===== config.mk =====
export PLATFORM = sky130hd
export DESIGN_NAME = vga_capture
export DESIGN_NICKNAME = d
export VERILOG_FILES = /design/src/rtl/vga_capture_pkg.sv /design/src/rtl/vga_capture_sync_rx.sv /design/src/rtl/vga_capture.sv
export SDC_FILE = /design/constraint.sdc
export NUM_CORES = 1
export LEC_CHECK = 0
export BUFFER_PORTS_ARGS = -buffer_cell sky130_fd_sc_hd__buf_2
export CAP_MARGIN = 20
export CORE_ASPECT_RATIO = 0.8
export CORE_MARGIN = 2
export CORE_UTILIZATION = 62
export DETAILED_ROUTE_END_ITERATION = 6
export MAX_ROUTING_LAYER = met4
export PLACE_DENSITY = 0.85
export SETUP_SLACK_MARGIN = 0.2
export SYNTH_ARGS = -nofsm -noshare
export SYNTH_HDL_FRONTEND = slang
export SYNTH_SLANG_ARGS = --single-unit

===== constraint.sdc =====
create_clock -name pixel_clk_i -period 8 [get_ports pixel_clk_i]
set_clock_uncertainty 0.2 [all_clocks]
set_input_delay 0.4 -clock pixel_clk_i [delete_from_list [all_inputs] [get_ports pixel_clk_i]]
set_output_delay 0.4 -clock pixel_clk_i [all_outputs]
set_load 0.05 [all_outputs]

===== src/rtl/vga_capture_pkg.sv =====
// Shared types and helpers for the VGA frame grabber.
package vga_capture_pkg;

  // Width of the raster position counters.
  localparam int unsigned CntW = 11;

  typedef enum logic [1:0] {
    StIdle    = 2'd0,
    StArmed   = 2'd1,
    StCapture = 2'd2,
    StDone    = 2'd3
  } cap_state_e;

  // 4:4:4 RGB to RGB332: keep the top 3/3/2 bits of each channel.
  function automatic logic [7:0] pack_rgb332(input logic [3:0] r, input logic [3:0] g,
                                             input logic [3:0] b);
    return {r[3:1], g[3:1], b[3:2]};
  endfunction

  // Counter increment that sticks at all-ones.
  function automatic logic [CntW-1:0] sat_inc(input logic [CntW-1:0] c);
    return (&c) ? c : c + CntW'(1);
  endfunction

endpackage


===== src/rtl/vga_capture_sync_rx.sv =====
// Video input front end: registers the stream, finds sync edges, tracks the
// raster position and flags pixels inside the capture window.
module vga_capture_sync_rx
  import vga_capture_pkg::*;
#(
  parameter int unsigned IMG_W    = 512,
  parameter int unsigned IMG_H    = 512,
  parameter int unsigned H_START  = 385,
  parameter int unsigned V_START  = 21,
  parameter bit          SYNC_POL = 1'b1
) (
  input  logic       clk_i,
  input  logic       rst_ni,
  input  logic       h_sync_i,
  input  logic       v_sync_i,
  input  logic [3:0] red_i,
  input  logic [3:0] green_i,
  input  logic [3:0] blue_i,
  output logic       h_edge_o,
  output logic       v_edge_o,
  output logic       win_o,
  output logic [3:0] red_o,
  output logic [3:0] green_o,
  output logic [3:0] blue_o
);

  localparam logic [CntW-1:0] HLo = CntW'(H_START);
  localparam logic [CntW-1:0] HHi = CntW'(H_START + IMG_W);
  localparam logic [CntW-1:0] VLo = CntW'(V_START);
  localparam logic [CntW-1:0] VHi = CntW'(V_START + IMG_H);

  logic            h_q, h_prev_q, v_q, v_prev_q;
  logic [3:0]      red_q, green_q, blue_q;
  logic [CntW-1:0] h_cnt_q, v_cnt_q;
  logic [CntW-1:0] h_cnt, v_cnt;

  // Input sample registers, previous sync samples and raster counters.
  always_ff @(posedge clk_i or negedge rst_ni) begin
    if (!rst_ni) begin
      h_q      <= 1'b0;
      h_prev_q <= 1'b0;
      v_q      <= 1'b0;
      v_prev_q <= 1'b0;
      red_q    <= '0;
      green_q  <= '0;
      blue_q   <= '0;
      h_cnt_q  <= '0;
      v_cnt_q  <= '0;
    end else begin
      h_q      <= h_sync_i;
      h_prev_q <= h_q;
      v_q      <= v_sync_i;
      v_prev_q <= v_q;
      red_q    <= red_i;
      green_q  <= green_i;
      blue_q   <= blue_i;
      h_cnt_q  <= h_cnt;
      v_cnt_q  <= v_cnt;
    end
  end

  // Edge detect and current raster position, aligned with the registered pixel.
  always_comb begin
    h_edge_o = (h_q == SYNC_POL) && (h_prev_q != SYNC_POL);
    v_edge_o = (v_q == SYNC_POL) && (v_prev_q != SYNC_POL);
    h_cnt    = h_edge_o ? '0 : sat_inc(h_cnt_q);
    v_cnt    = v_edge_o ? '0 : (h_edge_o ? sat_inc(v_cnt_q) : v_cnt_q);
    win_o    = (h_cnt >= HLo) && (h_cnt < HHi) && (v_cnt >= VLo) && (v_cnt < VHi);
    red_o    = red_q;
    green_o  = green_q;
    blue_o   = blue_q;
  end

endmodule


===== src/rtl/vga_capture.sv =====
// Frame grabber top: capture FSM, RGB332 packer and image RAM write port.
module vga_capture
  import vga_capture_pkg::*;
#(
  parameter int unsigned IMG_W    = 512,
  parameter int unsigned IMG_H    = 512,
  parameter int unsigned H_START  = 385,
  parameter int unsigned V_START  = 21,
  parameter int unsigned ADDR_W   = 15,
  parameter bit          SYNC_POL = 1'b1
) (
  input  logic              pixel_clk_i,
  input  logic              rst_n_i,
  input  logic              h_sync_i,
  input  logic              v_sync_i,
  input  logic [3:0]        red_i,
  input  logic [3:0]        green_i,
  input  logic [3:0]        blue_i,
  input  logic              capture_en_i,
  input  logic              cont_i,
  input  logic              abort_i,
  output logic              busy_o,
  output logic              frame_done_o,
  output logic              frame_err_o,
  output logic              ram_en_o,
  output logic [7:0]        ram_wen_o,
  output logic [ADDR_W-1:0] ram_addr_o,
  output logic [63:0]       ram_wdata_o
);

  localparam int unsigned       NumWords = IMG_W * IMG_H / 8;
  localparam logic [ADDR_W-1:0] LastAddr = ADDR_W'(NumWords - 1);

  logic       h_edge, v_edge, win;
  logic [3:0] red, green, blue;
  logic [7:0] pixel;
  logic       last_wr;

  cap_state_e        state_q, state_d;
  logic [2:0]        idx_q, idx_d;
  logic [55:0]       word_q, word_d;
  logic [ADDR_W-1:0] wcnt_q, wcnt_d;
  logic              err_q, err_d;
  logic              ram_en_q, ram_en_d;
  logic [ADDR_W-1:0] ram_addr_q, ram_addr_d;
  logic [63:0]       ram_wdata_q, ram_wdata_d;

  vga_capture_sync_rx #(
    .IMG_W    (IMG_W),
    .IMG_H    (IMG_H),
    .H_START  (H_START),
    .V_START  (V_START),
    .SYNC_POL (SYNC_POL)
  ) u_sync_rx (
    .clk_i    (pixel_clk_i),
    .rst_ni   (rst_n_i),
    .h_sync_i (h_sync_i),
    .v_sync_i (v_sync_i),
    .red_i    (red_i),
    .green_i  (green_i),
    .blue_i   (blue_i),
    .h_edge_o (h_edge),
    .v_edge_o (v_edge),
    .win_o    (win),
    .red_o    (red),
    .green_o  (green),
    .blue_o   (blue)
  );

  // State, packer and registered RAM port.
  always_ff @(posedge pixel_clk_i or negedge rst_n_i) begin
    if (!rst_n_i) begin
      state_q     <= StIdle;
      idx_q       <= '0;
      word_q      <= '0;
      wcnt_q      <= '0;
      err_q       <= 1'b0;
      ram_en_q    <= 1'b0;
      ram_addr_q  <= '0;
      ram_wdata_q <= '0;
    end else begin
      state_q     <= state_d;
      idx_q       <= idx_d;
      word_q      <= word_d;
      wcnt_q      <= wcnt_d;
      err_q       <= err_d;
      ram_en_q    <= ram_en_d;
      ram_addr_q  <= ram_addr_d;
      ram_wdata_q <= ram_wdata_d;
    end
  end

  // Next state: arming, frame tracking, packing and word-write scheduling.
  always_comb begin
    state_d     = state_q;
    idx_d       = idx_q;
    word_d      = word_q;
    wcnt_d      = wcnt_q;
    err_d       = err_q;
    ram_en_d    = 1'b0;
    ram_addr_d  = ram_addr_q;
    ram_wdata_d = ram_wdata_q;
    pixel       = pack_rgb332(red, green, blue);
    // The strobe currently on the port carries the frame's final word.
    last_wr     = ram_en_q && (ram_addr_q == LastAddr);

    unique case (state_q)
      StIdle: begin
        if (capture_en_i) begin
          state_d = StArmed;
          wcnt_d  = '0;
          idx_d   = '0;
          err_d   = 1'b0;
        end
      end
      StArmed: begin
        if (v_edge) begin
          state_d = StCapture;
          wcnt_d  = '0;
          idx_d   = '0;
        end
      end
      StCapture: begin
        if (last_wr) begin
          // Final write wins over a coincident v-edge.
          state_d = StDone;
        end else if (v_edge) begin
          err_d  = 1'b1;
          wcnt_d = '0;
          idx_d  = '0;
        end else if (win) begin
          if (idx_q == 3'd7) begin
            ram_en_d    = 1'b1;
            ram_addr_d  = wcnt_q;
            ram_wdata_d = {pixel, word_q};
            wcnt_d      = wcnt_q + ADDR_W'(1);
            idx_d       = '0;
          end else begin
            for (int k = 0; k < 7; k++) begin
              if (idx_q == 3'(k)) word_d[k*8 +: 8] = pixel;
            end
            idx_d = idx_q + 3'd1;
          end
        end
      end
      StDone: begin
        state_d = cont_i ? StArmed : StIdle;
      end
      default: state_d = StIdle;
    endcase

    // Abort overrides everything except the sticky error flag.
    if (abort_i) begin
      state_d     = StIdle;
      ram_en_d    = 1'b0;
      ram_addr_d  = ram_addr_q;
      ram_wdata_d = ram_wdata_q;
      idx_d       = '0;
      wcnt_d      = '0;
    end
  end

  // Status and RAM outputs straight from registers.
  always_comb begin
    busy_o       = (state_q != StIdle);
    frame_done_o = (state_q == StDone);
    frame_err_o  = err_q;
    ram_en_o     = ram_en_q;
    ram_wen_o    = ram_en_q ? 8'hFF : 8'h00;
    ram_addr_o   = ram_addr_q;
    ram_wdata_o  = ram_wdata_q;
  end

endmodule


==> impl_metrics.env <==
export IMPL_start_util=0.640
export IMPL_first_pass_iters=5
export IMPL_drive_gt1_frac=0.391
export IMPL_p_leak_nw=5.26
export IMPL_post_cts_buffers=0
export IMPL_rows=38
export IMPL_hp_start="capture_en_i"
export IMPL_p_total_mw=2.08
export IMPL_antennaDiodeCount=0
export IMPL_clock_sinks=191
export IMPL_synth_cells=634
export IMPL_setup_viol=0
export IMPL_core_area_mm2=0.0136
export IMPL_netlist_top_cells_area="dfrtp_1 (55%), mux2_4 (14%), mux2_2 (7.4%), buf_12 (2.1%), ha_1 (2.0%)"
export IMPL_rr_worst_depth=10
export IMPL_fp_dieW_um=137
export IMPL_remaining_drc_errors=0
export IMPL_port_buffers=105
export IMPL_yosys_area_top_type="dfrtp_1"
export IMPL_grt_setup_unrepaired="false"
export IMPL_finalSetupTns_ns=0
export IMPL_ys_async_sr_fraction=1.00
export IMPL_netlist_area_mm2=0.00873
export IMPL_syn_num_nets=667
export IMPL_max_vdd_ir_drop_uv=180
export IMPL_place_inst=890
export IMPL_h_tree_depth=4
export IMPL_holdPathEnd="frame_err_o$_DFFE_PN0P_"
export IMPL_critical_path_endpoint_type="flop"
export IMPL_reg2reg_to="ram_wdata_o[34]$_DFFE_PN0P_"
export IMPL_cpPeakStageDelay_ns=0.78
export IMPL_clkSlewWorstSetupHoldPaths_ns=0.08
export IMPL_drt_vias_per_instance=6.14
export IMPL_areaGrowthSynthToFinish_pct=14.0
export IMPL_ff2ff_setup_slack_ns=3.38
export IMPL_n_fill_cell=841
export IMPL_cp_start_kind="flop"
export IMPL_hold_depth=3
export IMPL_cts_repair_resize_count=0
export IMPL_ys_seq_elements=191
export IMPL_finalWeightedCongestion=0.909
export IMPL_cp_max_fo=46
export IMPL_required_ns=8.11
export IMPL_ys_flop_type="dfrtp_1"
export IMPL_grt_max_degree=121
export IMPL_arrival_ns=4.73
export IMPL_grtUsageTotal=0.268
export IMPL_cts_root_buf="clkbuf_16"
export IMPL_cp_common_cell="and2_1"
export IMPL_status="complete, no violations"
export IMPL_via_count=5745
export IMPL_grt_pass1_wl_mm=30.0
export IMPL_fin_crit_ns=4.62
export IMPL_ios=110
export IMPL_max_freq_mhz=217
export IMPL_max_slew_worst_pin_slew_ns=1.09
export IMPL_finalNonFillerCells=935
export IMPL_insertion_delay_ns=0.44
export IMPL_wire_per_inst_um=20.2
export IMPL_slowest_stage="buf_4"
export IMPL_fp_dieH_um=110
export IMPL_p_per_area_mw_per_mm2=209
export IMPL_relSlewSlack=0.272
export IMPL_slew_viol_final=0
export IMPL_avgSynthCellArea_um2=13.8
export IMPL_drt_initial_drc_count=453
export IMPL_grt_pass1_vias=5749
export IMPL_cts_inserted_buffers=17
export IMPL_synth_distinct_cells=66
export IMPL_drv_cap=0
export IMPL_finalHoldViolCount=0
export IMPL_overflow=0
export IMPL_dp_hpwl_mm=12.0
export IMPL_antenna_found_initial=0
export IMPL_wirelength_mm=18.9
export IMPL_worstSetupPathType="reg -> reg"
export IMPL_nets=775
export IMPL_timing_final_crit_share=0.577
export IMPL_final_antenna_net_count=0
export IMPL_cts_buffer_depth=2
export IMPL_synth_edf_count=0
export IMPL_netlist_area_leader_share=0.548
export IMPL_ys_seq_area_frac=0.548
export IMPL_cts_tree="done"
export IMPL_regToRegStartpoint="u_sync_rx.h_cnt_q[0]$_DFF_PN0_"
export IMPL_hold_class="in -> reg"
export IMPL_synth_warnings=0
export IMPL_cp_cell_sequence="ha_1, and2_1, a311oi_1, mux2_2, and2_1, a22o_2, o211ai_4, or4_4, buf_4, mux2_4"
export IMPL_dieArea_mm2=0.0150
[cells in the final DEF (no fill, tap or decap), drive strengths merged, types with 5 or more instances in the layout]
cell type	synthesis	routed
a21oi	23	23
a31oi	7	7
and2	5	5
and3	10	10
buf	24	109
clkbuf	8	19
dfrtp	191	191
dlygate4sd3	0	12
ha	14	14
inv	19	24
mux2	136	136
nand2	25	25
nand2b	7	7
nand3	14	14
nand4	21	21
nor2	25	25
nor3	8	8
o211ai	10	10
o21ai	13	13
o31ai	7	7
or4	10	10
[synth_stat cells (all sizes together) (5+ instances only)]
| master | n |
|---|---|
| o211ai | 10 |
| clkbuf | 8 |
| nand2b | 7 |
| and2 | 5 |
| o21ai | 13 |
| mux2 | 136 |
| a21oi | 23 |
| ha | 14 |
| nor3 | 8 |
| nand2 | 25 |
| nand4 | 21 |
| o31ai | 7 |
| nor2 | 25 |
| a31oi | 7 |
| or4 | 10 |
| nand3 | 14 |
| and3 | 10 |
| inv | 19 |
| dfrtp | 191 |
| buf | 24 |
[flip-flops by register name, indices dropped and copies added (netlist names)]
register,count
u_sync_rx.red_o,3
u_sync_rx.h_prev_q,1
ram_addr_o,15
u_sync_rx.h_q,1
u_sync_rx.blue_o,2
u_sync_rx.v_cnt_q,11
u_sync_rx.green_o,3
u_sync_rx.v_prev_q,1
ram_wdata_o,64
wcnt_q,15
ram_en_o,1
idx_q,3
u_sync_rx.v_q,1
u_sync_rx.h_cnt_q,11
frame_err_o,1
word_q,56
state_q,2
[cell type report]
| type | count | area [µm²] | area share |
|---|---|---|---|
| Clock inverter | 13 | 150 | 0.0151 |
| Clock buffer | 19 | 453 | 0.0455 |
| Timing Repair Buffer | 121 | 702 | 0.0705 |
| Sequential cell | 191 | 4780 | 0.480 |
| Multi-Input combinational cell | 392 | 3570 | 0.359 |
| Tap cell | 180 | 225 | 0.0226 |
| Inverter | 19 | 71.3 | 0.00717 |
[what timing repair did]
| item | CTS | global route |
|---|---|---|
| hold endpoints to repair | 90 | 0 |
| setup endpoints to repair | 0 | 0 |
| hold buffers | 12 | 0 |
[layer usage]
layer	global-route usage	up-vias	wire length, µm
met5	-	-	0
met4	0.104	0	399
met3	0.0521	38	1090
met2	0.410	259	9120
met1	0.358	2908	8300
li1	-	2540	-
[worst max-delay path, delay by kind of cell (launching register included)]
family	cells	cell delay, ns
compound gates	3	0.86
fa+ha+maj	1	0.29
buf+inv	1	0.78
flops	1	0.44
mux	2	0.77
simple gates	3	1.05
[worst max path at each step]
| stage | from | endpoint | slack [ns] | cells after the start |
|---|---|---|---|---|
| 6_report | u_sync_rx.h_cnt_q[0]$_DFF_PN0_ | ram_wdata_o[34]$_DFFE_PN0P_ | 3.38 | 10 |
| 3_5_place_dp | u_sync_rx.h_cnt_q[0]$_DFF_PN0_ | ram_wdata_o[34]$_DFFE_PN0P_ | 3.47 | 10 |
| 5_1_grt | u_sync_rx.h_cnt_q[0]$_DFF_PN0_ | ram_wdata_o[34]$_DFFE_PN0P_ | 3.23 | 10 |
| 4_1_cts | u_sync_rx.h_cnt_q[0]$_DFF_PN0_ | ram_wdata_o[34]$_DFFE_PN0P_ | 3.44 | 10 |
| 2_1_floorplan | u_sync_rx.h_cnt_q[0]$_DFF_PN0_ | ram_addr_o[0]$_DFFE_PN0P_ | 4.49 | 11 |
| 3_3_place_gp | u_sync_rx.h_cnt_q[0]$_DFF_PN0_ | ram_wdata_o[43]$_DFFE_PN0P_ | 3.60 | 10 |
[cell families after synthesis]
logic type	count (synthesis)	synth area share
multiplexers	140	0.214
AO/OA/AOI/OAI	93	0.0807
buffers and inverters	51	0.0433
flip-flops	191	0.548
adder cells (fa/ha/maj)	14	0.0201
AND/OR/NAND/NOR	142	0.0913
XOR/XNOR	3	0.00301
[power breakdown]
part,internal [mW],switching (mW)
sequential,0.983,0.0324
clock,0.483,0.388
combinational,0.0599,0.131
total,1.53,0.551
[stage by stage]
stage	area [µm²]	hold WS, ns	utilization	setup WS (ns)
floorplan	8730	-0.0956	-	4.49
global placement	9200	0.181	0.674	3.60
detailed placement	9200	0.189	0.674	3.47
CTS	9920	0.119	0.727	3.44
global route	9950	0.138	0.729	3.23
finish	9950	0.163	0.729	3.38
(Power assumes the default switching activity.)
